<file path="config.mk">
export PLATFORM = sky130hd
export DESIGN_NAME = fwrisc_regfile_arb
export DESIGN_NICKNAME = d
export VERILOG_FILES = /design/src/rtl/fwrisc_regfile_arb_pkg.sv /design/src/rtl/fwrisc_regfile_arb.sv
export SDC_FILE = /design/constraint.sdc
export NUM_CORES = 1
export LEC_CHECK = 0
export BUFFER_PORTS_ARGS = -buffer_cell sky130_fd_sc_hd__buf_2
export CAP_MARGIN = 20
export CELL_PAD_IN_SITES_DETAIL_PLACEMENT = 2
export CELL_PAD_IN_SITES_GLOBAL_PLACEMENT = 2
export CORE_MARGIN = 5
export CORE_UTILIZATION = 12
export CTS_BUF_LIST = sky130_fd_sc_hd__clkbuf_8
export CTS_CLUSTER_DIAMETER = 80
export DETAILED_ROUTE_END_ITERATION = 10
export PLACE_DENSITY = 0.75
export SETUP_SLACK_MARGIN = 0.2
export SLEW_MARGIN = 20
export SYNTH_ARGS = -nofsm -noshare
export SYNTH_HDL_FRONTEND = slang
export SYNTH_SLANG_ARGS = --single-unit
export TNS_END_PERCENT = 100
</file>
<file path="constraint.sdc">
create_clock -name clock -period 2.4 [get_ports clock]
set_input_delay 0.36 -clock clock [delete_from_list [all_inputs] [get_ports clock]]
set_output_delay 0.36 -clock clock [all_outputs]
set_load 0.02 [all_outputs]
</file>
<file path="src/rtl/fwrisc_regfile_arb_pkg.sv">
// Shared types and default geometry for the fwrisc register-file access controller.
`timescale 1ns/1ps
package fwrisc_regfile_arb_pkg;

  localparam int unsigned NREGS_DEF      = 64;
  localparam int unsigned AW_DEF         = 6;
  localparam int unsigned DW_DEF         = 32;
  localparam int unsigned STARVE_MAX_DEF = 16;
  localparam int unsigned STARVE_CW      = 8;

  typedef enum logic {
    INIT,
    RUN
  } state_e;

endpackage

</file>
<file path="src/rtl/fwrisc_regfile_arb.sv">
// Zero-fills the register file after reset, then shares its write port and read
// port B between the core (fixed priority) and a debug host with a starvation guard.
`timescale 1ns/1ps
module fwrisc_regfile_arb
  import fwrisc_regfile_arb_pkg::*;
#(
  parameter int unsigned NREGS      = NREGS_DEF,
  parameter int unsigned AW         = AW_DEF,
  parameter int unsigned DW         = DW_DEF,
  parameter int unsigned STARVE_MAX = STARVE_MAX_DEF
) (
  input  logic          clock,
  input  logic          reset,

  output logic          init_done,
  output logic          core_stall,

  input  logic [AW-1:0] core_ra_raddr,
  input  logic [AW-1:0] core_rb_raddr,
  input  logic          core_rb_req,
  input  logic [AW-1:0] core_rd_waddr,
  input  logic [DW-1:0] core_rd_wdata,
  input  logic          core_rd_wen,
  output logic [DW-1:0] core_ra_rdata,
  output logic [DW-1:0] core_rb_rdata,

  input  logic          dbg_req_valid,
  output logic          dbg_req_ready,
  input  logic          dbg_req_we,
  input  logic [AW-1:0] dbg_req_addr,
  input  logic [DW-1:0] dbg_req_wdata,
  output logic          dbg_rsp_valid,
  output logic [DW-1:0] dbg_rsp_rdata,

  output logic [AW-1:0] rf_ra_raddr,
  output logic [AW-1:0] rf_rb_raddr,
  output logic [AW-1:0] rf_rd_waddr,
  output logic [DW-1:0] rf_rd_wdata,
  output logic          rf_rd_wen,
  input  logic [DW-1:0] rf_ra_rdata,
  input  logic [DW-1:0] rf_rb_rdata
);

  localparam logic [AW-1:0]        FILL_LAST  = AW'(NREGS - 1);
  localparam logic [STARVE_CW-1:0] STARVE_LIM = STARVE_CW'(STARVE_MAX);

  state_e               state_q, state_d;
  logic [AW-1:0]        fill_q;
  logic [STARVE_CW-1:0] starve_q;
  logic                 rsp_valid_q;

  logic run;
  logic forced;
  logic host_wr_grant;
  logic host_rd_grant;
  logic xfer;
  logic host_wr;
  logic host_rd;

  // Arbitration is purely combinational; no host request is ever held here.
  assign run           = (state_q == RUN);
  assign forced        = run && (starve_q == STARVE_LIM);
  assign host_wr_grant = !core_rd_wen || forced;
  assign host_rd_grant = !core_rb_req || forced;
  assign dbg_req_ready = run && dbg_req_valid &&
                         (dbg_req_we ? host_wr_grant : host_rd_grant);
  assign xfer          = dbg_req_valid && dbg_req_ready;
  assign host_wr       = xfer && dbg_req_we;
  assign host_rd       = xfer && !dbg_req_we;

  assign rf_ra_raddr   = core_ra_raddr;
  assign core_ra_rdata = rf_ra_rdata;
  assign rf_rb_raddr   = host_rd ? dbg_req_addr : core_rb_raddr;
  assign core_rb_rdata = rf_rb_rdata;
  assign dbg_rsp_valid = rsp_valid_q;
  assign dbg_rsp_rdata = rf_rb_rdata;

  // NOTE: sequential state uses non-blocking assignments so every register
  // samples pre-edge values regardless of process ordering.
  always_ff @(posedge clock or posedge reset) begin
    if (reset) begin
      state_q <= INIT;
    end else begin
      state_q <= state_d;
    end
  end

  // NOTE: every output of this block gets a default first, so no path through
  // the case statement can leave a variable unassigned and infer a latch.
  always_comb begin
    state_d     = state_q;
    init_done   = 1'b0;
    core_stall  = 1'b1;
    rf_rd_wen   = 1'b1;
    rf_rd_waddr = fill_q;
    rf_rd_wdata = '0;
    unique case (state_q)
      INIT: begin
        if (fill_q == FILL_LAST) state_d = RUN;
      end
      RUN: begin
        init_done  = 1'b1;
        core_stall = forced;
        if (host_wr) begin
          rf_rd_waddr = dbg_req_addr;
          rf_rd_wdata = dbg_req_wdata;
        end else begin
          // A forced cycle stalls the core, so its write must not land.
          rf_rd_waddr = core_rd_waddr;
          rf_rd_wdata = core_rd_wdata;
          rf_rd_wen   = core_rd_wen && !forced;
        end
      end
    endcase
  end

  // NOTE: the storage itself has no reset; this counter walks every entry
  // writing zero so software sees a defined file after reset.
  always_ff @(posedge clock or posedge reset) begin
    if (reset) begin
      fill_q <= '0;
    end else if (state_q == INIT) begin
      fill_q <= fill_q + 1'b1;
    end
  end

  // Counts host wait cycles in RUN; reaching the limit forces a grant, which
  // clears it again, so it never passes STARVE_LIM.
  always_ff @(posedge clock or posedge reset) begin
    if (reset) begin
      starve_q <= '0;
    end else if (!run || !dbg_req_valid || xfer) begin
      starve_q <= '0;
    end else begin
      starve_q <= starve_q + 1'b1;
    end
  end

  always_ff @(posedge clock or posedge reset) begin
    if (reset) begin
      rsp_valid_q <= 1'b0;
    end else begin
      rsp_valid_q <= host_rd;
    end
  end

endmodule

</file>
==> flow_metrics.env <==
export IMPL_async_flop_share_pct=100.0
export IMPL_clk_pin_slew_worst_paths_ps=70
export IMPL_worst_pin_slew_ps=642.8
export IMPL_grt_pass1_wl_um=14840
export IMPL_ctsHoldBuffers=0
export IMPL_slew_violations=0
export IMPL_pre_cts_slack_ps=-83.85
export IMPL_critPathKind="flip-flop to output port"
export IMPL_synth_edf_count=0
export IMPL_fin_ws_ps=-305.7
export IMPL_p_leak_nw=1.470
export IMPL_grt_max_degree=24
export IMPL_die_w_um=147.6
export IMPL_synth_mux_area_fraction_pct=4.904
export IMPL_ant_nets=0
export IMPL_max_freq_mhz=369.6
export IMPL_synth_compound_area_share_pct=13.17
export IMPL_rsz0062_at_grt="true"
export IMPL_fin_util_pct=17.07
export IMPL_area_delta_synth_final_pct=40.17
export IMPL_synth_area_top_cells="buf_4 34%, dfrtp_1 18%, nand3_1 9.3%, o21ai_0 7.5%, nand2_1 6.1%"
export IMPL_core_um2=18640
export IMPL_viasPerCell=3.799
export IMPL_drt_initial_drc_count=66
export IMPL_die_area_um2=21780
export IMPL_p_per_area_nw_per_um2=212.7
export IMPL_endpoint_kind="output port"
export IMPL_vias=2272
export IMPL_violations="setup timing"
export IMPL_antennaDiodeCount=0
export IMPL_ctsLongestPathBuffers=2
export IMPL_syn_area_per_cell_um2=7.279
export IMPL_numClockSinks=16
export IMPL_layout_drive_gt1_share_pct=55.49
export IMPL_grt_overflow_total=0
export IMPL_period_share_pct=112.7
export IMPL_routabilityCongestion=0.6897
export IMPL_fp_dieH_um=147.6
export IMPL_final_nets=526
export IMPL_tns_ps=-10510
export IMPL_timing_max_cap_violations=0
export IMPL_drt_pre_antenna_iters=4
export IMPL_cp_max_fo=7
export IMPL_ys_ff_latch=16
export IMPL_yosysTopAreaCell="buf_4"
export IMPL_min_path_type="primary input to async pin"
export IMPL_htree_levels=1
export IMPL_fin_skew_ps=0.8130
export IMPL_crit_required_ps=2040
export IMPL_finalNonFillerCells=598
export IMPL_synth_top_family_by_area="buffers and inverters"
export IMPL_drc=0
export IMPL_finalHoldViolCount=0
export IMPL_power_uw=677.1
export IMPL_start_kind="flip-flop"
export IMPL_initial_core_util_pct=12.18
export IMPL_ir_drop_v=0.0002060
export IMPL_cts_tree="done"
export IMPL_post_dp_hpwl_um=7863
export IMPL_synth_xor_area_share_pct=4.242
export IMPL_synthCells=312
export IMPL_synthAdderAreaFrac_pct=1.653
export IMPL_wl_per_cell_um=16.82
export IMPL_synth_top_cell_area_share_pct=33.72
export IMPL_fin_crit_ps=2706
export IMPL_setup_violations_final=45
export IMPL_cts_made_buffers=3
export IMPL_placement_rows=50
export IMPL_maxSlewHeadroom_pct=57.10
export IMPL_arrival_ps=2350
export IMPL_io_buffers=136
export IMPL_outcome="finished with violations"
export IMPL_ys_flop_type="dfrtp_1"
export IMPL_placed_cells=581
export IMPL_antenna_found_initial=0
export IMPL_ioPinCount=309
export IMPL_synth_simple_area_share_pct=20.17
export IMPL_syn_area_um2=2271
export IMPL_grt_usage_pct=8.647
export IMPL_yosys_warnings=0
export IMPL_routed_wl_um=10060
export IMPL_yosysSeqAreaShare_pct=17.63
export IMPL_ctsRootBufferMaster="clkbuf_8"
export IMPL_grt_pass1_vias=2584
export IMPL_syn_num_nets=473
export IMPL_clock_latency_ps=250
export IMPL_synth_cell_type_count=30
## worst max-delay path, cell delays in order, from the launching register on
cell and delay, ps:
dfrtp_1 390, inv_1 70, ha_1 130, or3b_4 370
or2_1 240, a211o_1 300, buf_12 160, mux2_4 310
buf_6 130
## report_power, final
group | internal [mW] | switching, mW | total (mW)
combinational | 0.0988 | 0.0674 | 0.166
clock | 0.146 | 0.0958 | 0.241
sequential | 0.270 | 0 | 0.270
## area by class of cell
cell class,count,area (um^2)
Timing Repair Buffer,168,1287
Clock buffer,4,55.05
Multi-Input combinational cell,170,1124
Fill cell,2208,15460
Sequential cell,16,401.6
Tap cell,234,292.8
Inverter,6,22.52
## flip-flops by register name, indices dropped and copies added, names as in the netlist
register       flops
run                1
starve_q           8
fill_q             6
dbg_rsp_valid      1
## cell usage after synthesis, types with 4 or more instances
master and n:
xnor2_1 5, mux2_4 6, nand2_1 37, dfrtp_1 16
nor2_1 13, inv_1 6, a31o_2 4, buf_4 102
xor2_1 6, o21ai_0 34, a32o_1 4, buf_2 4
clkbuf_1 12, nand3_1 42
## through the flow
step	hold WS [ps]	instance area (um^2)
floorplan	273.7	2286
detailed placement	486.1	2626
global placement	464.0	2626
CTS	215.0	3058
finish	191.3	3183
global route	250.4	3183
## kinds of logic (layout without fill, tap and decap cells)
| logic type | Yosys count | in the layout |
|---|---|---|
| flops | 16 | 16 |
| simple gates | 100 | 100 |
| mux | 8 | 8 |
| compound gates | 48 | 48 |
| buf+inv | 126 | 178 |
| xor+xnor | 11 | 11 |
| fa+ha+maj | 3 | 3 |
## worst paths after layout
path,startpoint,endpoint,slack [ps],cells after the start
setup / recovery,starve_q[0],rf_rb_raddr[0],-310,8
hold / removal,reset,fill_q[3],190,2
setup reg to reg,starve_q[0],dbg_rsp_valid,640,7
hold reg to reg,fill_q[2],fill_q[2],510,1
max in group asynchronous,reset,run,1760,2
min in group clock,fill_q[2],fill_q[2],510,1
## layer usage
layer | wire, um | GRT usage (%) | up-vias
li1 | - | - | 1050
met2 | 5149 | 15.65 | 93
met3 | 658 | 1.533 | 46
met5 | 0 | 0 | -
met1 | 3917 | 10.24 | 1083
met4 | 335 | 3.029 | 0
## placed cells by master, fill, tap and decap left out, types with 4 or more instances in the layout
cell / netlist / final
buf_2: 4 / 107
nand3_1: 42 / 39
nand2_1: 37 / 36
buf_4: 102 / 29
o21ai_0: 34 / 17
buf_6: 1 / 17
dfrtp_1: 16 / 15
nor2_1: 13 / 11
o21ai_1: 0 / 10
buf_12: 0 / 9
xor2_1: 6 / 6
inv_1: 6 / 6
mux2_4: 6 / 6
xnor2_1: 5 / 5
o21ai_2: 0 / 5
a31o_4: 0 / 4
clkbuf_8: 0 / 4
## repair_timing
action | in CTS | in global routing
gates resized for setup | 61 | 21
cloned | 5 | 0
endpoints found under the setup margin | 46 | 46
pin swaps | 6 | 6
setup buffers | 5 | 3
Power figures use the tool's default switching activity.
